[src/rtl/pong_game_core.sv]
`default_nettype none
// ============================================================================
// pong_game_core -- ball, paddles, score and serve/play/point/game-over flow
// for Pong, all advanced on a prescaled game tick.  Rev 1.0
// ============================================================================
module pong_game_core #(
  parameter int H_VIDEO     = 640,
  parameter int V_VIDEO     = 480,
  parameter int BALL_SIZE   = 16,
  parameter int PADDLE_W    = 12,
  parameter int PADDLE_H    = 96,
  parameter int PADDLE1_X   = 24,
  parameter int PADDLE2_X   = 603,
  parameter int PADDLE_STEP = 2,
  parameter int TICK_DIV    = 125_875,
  parameter int SERVE_TICKS = 100,
  parameter int WIN_SCORE   = 11
) (
  input  logic       clk_0,
  input  logic       rst,
  input  logic       p1_up,
  input  logic       p1_down,
  input  logic       p2_up,
  input  logic       p2_down,
  input  logic       start,
  output logic [9:0] ball_xpos,
  output logic [9:0] ball_ypos,
  output logic [9:0] paddle1_ypos,
  output logic [9:0] paddle2_ypos,
  output logic [3:0] score1,
  output logic [3:0] score2,
  output logic       point_p1,
  output logic       point_p2,
  output logic       serving,
  output logic       game_over
);

  localparam int TW = (TICK_DIV > 1) ? $clog2(TICK_DIV) : 1;
  localparam int SW = (SERVE_TICKS > 1) ? $clog2(SERVE_TICKS) : 1;

  localparam logic [TW-1:0] TICK_LAST  = TW'(TICK_DIV - 1);
  localparam logic [SW-1:0] SERVE_LAST = SW'(SERVE_TICKS - 1);
  localparam logic [10:0]   BALL_X0    = 11'((H_VIDEO - BALL_SIZE) / 2);
  localparam logic [10:0]   BALL_Y0    = 11'((V_VIDEO - BALL_SIZE) / 2);
  localparam logic [10:0]   BALL_XMAX  = 11'(H_VIDEO - BALL_SIZE);
  localparam logic [10:0]   BALL_YMAX  = 11'(V_VIDEO - BALL_SIZE);
  localparam logic [10:0]   PAD_Y0     = 11'((V_VIDEO - PADDLE_H) / 2);
  localparam logic [10:0]   PAD_YMAX   = 11'(V_VIDEO - PADDLE_H);
  localparam logic [10:0]   PAD1_FACE  = 11'(PADDLE1_X + PADDLE_W);
  localparam logic [10:0]   PAD2_FACE  = 11'(PADDLE2_X);
  localparam logic [10:0]   STEP       = 11'(PADDLE_STEP);
  localparam logic [10:0]   BSIZE      = 11'(BALL_SIZE);
  localparam logic [10:0]   PHEIGHT    = 11'(PADDLE_H);
  localparam logic [3:0]    WIN        = 4'(WIN_SCORE);

  typedef enum logic [1:0] {
    ST_SERVE = 2'd0,
    ST_PLAY  = 2'd1,
    ST_POINT = 2'd2,
    ST_OVER  = 2'd3
  } state_t;

  state_t        state_q, state_d;
  logic [TW-1:0] tick_cnt_q, tick_cnt_d;
  logic [SW-1:0] serve_cnt_q, serve_cnt_d;
  logic [10:0]   bx_q, bx_d, by_q, by_d;
  logic [10:0]   p1y_q, p1y_d, p2y_q, p2y_d;
  logic          xdir_q, xdir_d;  // 1 = moving right
  logic          ydir_q, ydir_d;  // 1 = moving down
  logic [3:0]    s1_q, s1_d, s2_q, s2_d;
  logic          pp1_q, pp1_d, pp2_q, pp2_d;

  logic          w_tick;
  logic [10:0]   w_p1y_mv, w_p2y_mv, w_by_mv;
  logic          w_ydir_mv;
  logic          w_ov1, w_ov2, w_hit1, w_hit2, w_miss_l, w_miss_r;

  function automatic logic [10:0] paddle_next(logic [10:0] y, logic up, logic dn);
    if (up && !dn) return (y > STEP) ? y - STEP : 11'd0;
    if (dn && !up) return (y + STEP < PAD_YMAX) ? y + STEP : PAD_YMAX;
    return y;
  endfunction

  assign w_tick   = (tick_cnt_q == TICK_LAST);
  assign w_p1y_mv = paddle_next(p1y_q, p1_up, p1_down);
  assign w_p2y_mv = paddle_next(p2y_q, p2_up, p2_down);

  // Strict inequalities: a ball merely touching a paddle corner misses it.
  assign w_ov1    = (by_q + BSIZE > p1y_q) && (by_q < p1y_q + PHEIGHT);
  assign w_ov2    = (by_q + BSIZE > p2y_q) && (by_q < p2y_q + PHEIGHT);
  assign w_hit1   = !xdir_q && (bx_q == PAD1_FACE) && w_ov1;
  assign w_hit2   = xdir_q && (bx_q + BSIZE == PAD2_FACE) && w_ov2;
  assign w_miss_l = !xdir_q && (bx_q == 11'd0);
  assign w_miss_r = xdir_q && (bx_q == BALL_XMAX);

  always_comb begin
    w_ydir_mv = ydir_q;
    if (ydir_q && by_q == BALL_YMAX)  w_ydir_mv = 1'b0;
    else if (!ydir_q && by_q == 11'd0) w_ydir_mv = 1'b1;
    w_by_mv = w_ydir_mv ? by_q + 11'd1 : by_q - 11'd1;
  end

  always_comb begin
    state_d     = state_q;
    tick_cnt_d  = w_tick ? '0 : tick_cnt_q + 1'b1;
    serve_cnt_d = serve_cnt_q;
    bx_d        = bx_q;
    by_d        = by_q;
    p1y_d       = p1y_q;
    p2y_d       = p2y_q;
    xdir_d      = xdir_q;
    ydir_d      = ydir_q;
    s1_d        = s1_q;
    s2_d        = s2_q;
    pp1_d       = 1'b0;
    pp2_d       = 1'b0;
    case (state_q)
      ST_SERVE: begin
        if (w_tick) begin
          p1y_d = w_p1y_mv;
          p2y_d = w_p2y_mv;
          if (serve_cnt_q == SERVE_LAST) begin
            serve_cnt_d = '0;
            state_d     = ST_PLAY;
          end else begin
            serve_cnt_d = serve_cnt_q + 1'b1;
          end
        end
      end
      ST_PLAY: begin
        if (w_tick) begin
          p1y_d = w_p1y_mv;
          p2y_d = w_p2y_mv;
          // Score and pulse land on the scoring tick so both appear during POINT.
          if (w_hit1) begin
            xdir_d = 1'b1;
            bx_d   = bx_q + 11'd1;
            by_d   = w_by_mv;
            ydir_d = w_ydir_mv;
          end else if (w_hit2) begin
            xdir_d = 1'b0;
            bx_d   = bx_q - 11'd1;
            by_d   = w_by_mv;
            ydir_d = w_ydir_mv;
          end else if (w_miss_l) begin
            s2_d    = s2_q + 4'd1;
            pp2_d   = 1'b1;
            xdir_d  = 1'b0;
            ydir_d  = ~ydir_q;
            state_d = ST_POINT;
          end else if (w_miss_r) begin
            s1_d    = s1_q + 4'd1;
            pp1_d   = 1'b1;
            xdir_d  = 1'b1;
            ydir_d  = ~ydir_q;
            state_d = ST_POINT;
          end else begin
            bx_d   = xdir_q ? bx_q + 11'd1 : bx_q - 11'd1;
            by_d   = w_by_mv;
            ydir_d = w_ydir_mv;
          end
        end
      end
      ST_POINT: begin
        if (s1_q == WIN || s2_q == WIN) begin
          state_d = ST_OVER;
        end else begin
          state_d = ST_SERVE;
          bx_d    = BALL_X0;
          by_d    = BALL_Y0;
        end
      end
      ST_OVER: begin
        if (start) begin
          state_d = ST_SERVE;
          s1_d    = 4'd0;
          s2_d    = 4'd0;
          p1y_d   = PAD_Y0;
          p2y_d   = PAD_Y0;
          bx_d    = BALL_X0;
          by_d    = BALL_Y0;
        end
      end
      default: state_d = ST_SERVE;
    endcase
  end

  always_ff @(posedge clk_0 or posedge rst) begin
    if (rst) begin
      state_q     <= ST_SERVE;
      tick_cnt_q  <= '0;
      serve_cnt_q <= '0;
      bx_q        <= BALL_X0;
      by_q        <= BALL_Y0;
      p1y_q       <= PAD_Y0;
      p2y_q       <= PAD_Y0;
      xdir_q      <= 1'b0;
      ydir_q      <= 1'b0;
      s1_q        <= 4'd0;
      s2_q        <= 4'd0;
      pp1_q       <= 1'b0;
      pp2_q       <= 1'b0;
    end else begin
      state_q     <= state_d;
      tick_cnt_q  <= tick_cnt_d;
      serve_cnt_q <= serve_cnt_d;
      bx_q        <= bx_d;
      by_q        <= by_d;
      p1y_q       <= p1y_d;
      p2y_q       <= p2y_d;
      xdir_q      <= xdir_d;
      ydir_q      <= ydir_d;
      s1_q        <= s1_d;
      s2_q        <= s2_d;
      pp1_q       <= pp1_d;
      pp2_q       <= pp2_d;
    end
  end

  assign ball_xpos    = bx_q[9:0];
  assign ball_ypos    = by_q[9:0];
  assign paddle1_ypos = p1y_q[9:0];
  assign paddle2_ypos = p2y_q[9:0];
  assign score1       = s1_q;
  assign score2       = s2_q;
  assign point_p1     = pp1_q;
  assign point_p2     = pp2_q;
  assign serving      = (state_q == ST_SERVE);
  assign game_over    = (state_q == ST_OVER);

endmodule
`default_nettype wire
[config.mk]
export PLATFORM = sky130hd
export DESIGN_NAME = pong_game_core
export DESIGN_NICKNAME = d
export VERILOG_FILES = /design/src/rtl/pong_game_core.sv
export SDC_FILE = /design/constraint.sdc
export NUM_CORES = 1
export LEC_CHECK = 0
export ABC_AREA = 1
export BUFFER_PORTS_ARGS = -buffer_cell sky130_fd_sc_hd__buf_2
export CORE_MARGIN = 4
export CORE_UTILIZATION = 55
export DETAILED_ROUTE_END_ITERATION = 16
export PLACE_DENSITY = 0.76
export SLEW_MARGIN = 20
export SYNTH_ARGS = -nofsm -noshare
export SYNTH_HDL_FRONTEND = slang
export SYNTH_SLANG_ARGS = --single-unit
[constraint.sdc]
create_clock -name clk_0 -period 4.07 [get_ports clk_0]
set_input_delay 0.6105 -clock clk_0 [delete_from_list [all_inputs] [get_ports clk_0]]
set_output_delay 0.6105 -clock clk_0 [all_outputs]
set_load 0.02 [all_outputs]
==> flow_summary.rst <==
.. list-table::
   :header-rows: 1

   * - Metric
     - Value
   * - P&R area growth vs syn
     - 5.78%
   * - IO Pins
     - 59
   * - Initial drt markers
     - 549
   * - Max transition margin
     - 55.7%
   * - Drt pass-1 iters
     - 6
   * - Clock tree sinks
     - 82
   * - Unrepaired setup endpoints after global routing
     - no
   * - Congestion Overflow GR
     - 0
   * - Cell count of the worst reg-to-reg path
     - 15
   * - Post-synth top area cell
     - dfrtp_1
   * - Remaining antenna violation count
     - 0
   * - Power share of the sequential group
     - 25.0%
   * - Gate power share
     - 61.2%
   * - Detailed-route DRC error count
     - 0
   * - Min Tclk post-route
     - 2.94 ns
   * - Crit path kind
     - flip-flop to flip-flop
   * - Vias in the first global route
     - 6590
   * - Total Neg Setup Slack
     - 0 ns
   * - Relative contribution of the clock network to total power
     - 13.8%
   * - Setup repair bufs after CTS
     - 0
   * - Clock tree root buffer cell
     - clkbuf_16
   * - Internal power
     - 0.00297 W
   * - Minimum setup slack among reg-to-reg paths
     - 1.13 ns
   * - Starting density of the core
     - 56.7%
   * - Start of the worst register-to-register path
     - by_q[4]$_DFFE_PP0P_
   * - Yosys warning total
     - 0
   * - Crit-path leading delay family
     - compound AO/OA/AOI/OAI gates
   * - Number of vias in the routed layout
     - 6929
   * - Global-route wire length before repair
     - 31800 um
   * - Max-cap viol count
     - 0
   * - Synthesized netlist net count
     - 1140
   * - Detailed-placement wirelength estimate
     - 14400 um
   * - Overall die area
     - 15700 sq um
   * - Switching component of the power
     - 0.00339 W
   * - Clock buffer count from CTS
     - 9
   * - Clock transition at path regs
     - 0.07 ns
   * - Cell Area, Synth
     - 7570 sq um
   * - Combined global-route utilization of all metal layers
     - 24.3%
   * - Source-to-sink clock delay at the later pin of the worst-skew pair
     - 0.36 ns
   * - Die X-Extent
     - 125 um
   * - Endpoint arrival time on the critical path
     - 3.21 ns
   * - Antenna violations before repair
     - 0
   * - Critical-path cell with the highest stage delay
     - dfrtp_1
   * - Worst setup EP type
     - flip-flop
   * - Number of enable flip-flop cells after synthesis
     - 0
   * - Part of the Yosys area used for sequential elements
     - 27.3%
   * - Maximum vdd ir drop
     - 0.000359 V
   * - Share of the synthesized area in the top cell type
     - 23.1%
   * - Routability-driven placement congestion ratio
     - 0.971
   * - Delay contributed by the slowest stage of the critical path
     - 0.48 ns
   * - Number of synthesized register bits
     - 82
   * - Largest net degree at the start of global routing
     - 47
   * - CP required
     - 4.33 ns
   * - Vias per Instance
     - 5.49
   * - Final setup fails
     - 0
   * - Proportion of register bits with asynchronous set or reset after synthesis
     - 100%
   * - Number of core rows
     - 42
   * - Number of instances in the synthesized netlist
     - 1066
   * - Clock tree from TritonCTS
     - yes
   * - Routed Wire Length
     - 18800 um
   * - Largest cells by area after synthesis
     - dfrtp_1 23%, nand2_1 12%, ha_1 11%, xor2_1 7.2%, inv_1 6.2%
   * - Endpoint of the most critical register-to-register path
     - by_q[7]$_DFFE_PP1P_
   * - Total count of hold-check failures in the final report
     - 0
   * - Diode insertion count for antenna repair
     - 0
   * - Vertical extent of the die
     - 125 um
   * - Top fanout value on the critical path
     - 10
   * - Final Max Slew Viols
     - 0
   * - Pwr dens
     - 794 nW/um^2
   * - Routed len/inst
     - 14.9 um
   * - Tightest Hold Check Type
     - input port to asynchronous set/reset pin
   * - Static leakage
     - 4.10 nW
   * - CTS resizes
     - 0
   * - Buffer depth of the longest clock path
     - 2
   * - Critical path cell sequence
     - inv_1 -> ha_1 -> nand3_1 -> nor3_1 -> nand2_1 -> nand2_1 -> inv_1 -> ha_1 -> a21oi_1 -> o21ai_0 -> a21oi_1 -> nor2_1 -> nor2_1 -> xor2_1 -> a21boi_0
   * - Average cell area after synthesis
     - 7.10 sq um
   * - Port-buffer cells
     - 58
   * - Library cells used by synthesis
     - 50
   * - Final clock skew
     - 0.00933 ns
   * - Status
     - finished clean
   * - Most used flip-flop cell after synthesis
     - dfrtp_1
   * - Number of hold buffers added after CTS
     - 0
   * - Maximum achievable frequency
     - 0.340 GHz
   * - Startpoint type of the worst setup path
     - flip-flop
   * - CTS HTree Levels
     - 3
   * - Filler cells
     - 1269
   * - Min Hold Slack
     - 0.315 ns
   * - Tcrit/Tclk final
     - 72.3%
   * - Sum of buffers and inverters on the critical path
     - 2
   * - Layout cell share with drive strength beyond 1
     - 12.5%
   * - Slew at the pin closest to its max-slew limit
     - 0.664 ns
   * - Fraction of power spent switching nets
     - 53.3%
   * - Number of nets in the layout
     - 1156
   * - Core Area
     - 13300 sq um
-- cell usage after synthesis (23+ instances only) --
master / number
ha_1: 66
a21oi_1: 35
dfrtp_1: 70
nand3_1: 78
inv_1: 126
buf_4: 42
nand4_1: 23
nand2_1: 246
nor3_1: 31
nor2_1: 102
xor2_1: 62
o21ai_0: 47
-- sequential cells by signal, indices dropped and copies added (netlist names) --
signal	count
tick_cnt_q	17
point_p1	1
serve_cnt_q	7
p1y_q	11
ydir_q	1
p2y_q	11
state_q	2
by_q	11
score2	4
xdir_q	1
point_p2	1
score1	4
bx_q	11
-- final cells by class --
cell class | instances | area, sq um | share of cell area [%]
Clock buffer | 10 | 239 | 2.98
Clock inverter | 6 | 72.6 | 0.906
Inverter | 137 | 515 | 6.44
Multi-Input combinational cell | 793 | 4600 | 57.4
Sequential cell | 82 | 2070 | 25.8
Tap cell | 176 | 220 | 2.75
Timing Repair Buffer | 59 | 298 | 3.72
-- worst max-delay path by stage --
stage	start	end	slack, ns	cells past startpoint
2_1_floorplan	rst	bx_q[0]$_DFFE_PP0P_	1.37	1
3_3_place_gp	by_q[5]$_DFFE_PP1P_	by_q[7]$_DFFE_PP1P_	1.18	15
3_5_place_dp	by_q[4]$_DFFE_PP0P_	by_q[7]$_DFFE_PP1P_	1.14	15
4_1_cts	by_q[4]$_DFFE_PP0P_	by_q[7]$_DFFE_PP1P_	1.12	15
5_1_grt	by_q[6]$_DFFE_PP1P_	by_q[7]$_DFFE_PP1P_	0.72	14
6_report	by_q[4]$_DFFE_PP0P_	by_q[7]$_DFFE_PP1P_	1.13	15
-- routing by layer --
metal / GRT usage [%] / share of wire (%)
met1: 31.9 / 45
met2: 40.7 / 47
met3: 3.80 / 5.7
met4: 9.06 / 2.6
met5: 0 / 0
-- cell usage in the layout, fill, tap and decap left out, drive strengths merged, types with 12 or more instances in the layout --
| cell type | instances |
|---|---|
| dfrtp | 70 |
| inv | 136 |
| a21oi | 36 |
| o21ai | 62 |
| xor2 | 62 |
| nor3 | 39 |
| ha | 66 |
| nor2 | 114 |
| dfstp | 12 |
| buf | 59 |
| nand3 | 85 |
| nand4 | 24 |
| nand2 | 252 |
-- metrics by stage --
| stage | area (sq um) | utilization [%] | worst slack [ns] | std cells | power (W) |
|---|---|---|---|---|---|
| floorplan | 7570 | - | 1.37 | 1066 | 0.00466 |
| finish | 8010 | 60.0 | 1.13 | 1263 | 0.00636 |
| CTS | 8010 | 60.0 | 1.12 | 1263 | 0.00634 |
| global placement | 7700 | 57.7 | 1.18 | 1247 | 0.00538 |
| detailed placement | 7700 | 57.7 | 1.14 | 1247 | 0.00543 |
| global route | 8010 | 60.0 | 0.721 | 1263 | 0.00697 |
-- power by group through the flow --
stage	Sequential [W]	Clock (W)	Combinational [W]
floorplan	0.00140	0	0.00326
global placement	0.00158	0	0.00379
detailed placement	0.00159	0	0.00384
finish	0.00159	0.000878	0.00389
global route	0.00163	0.000914	0.00443
CTS	0.00158	0.000887	0.00387
-- kinds of logic after synthesis --
family | Yosys count | synth area share [%]
simple gates | 527 | 32.0
buf+inv | 191 | 12.0
compound gates | 130 | 9.54
flops | 82 | 27.3
xor+xnor | 69 | 7.98
fa+ha+maj | 67 | 11.2
Note: power is estimated with default switching activity, not from simulation.
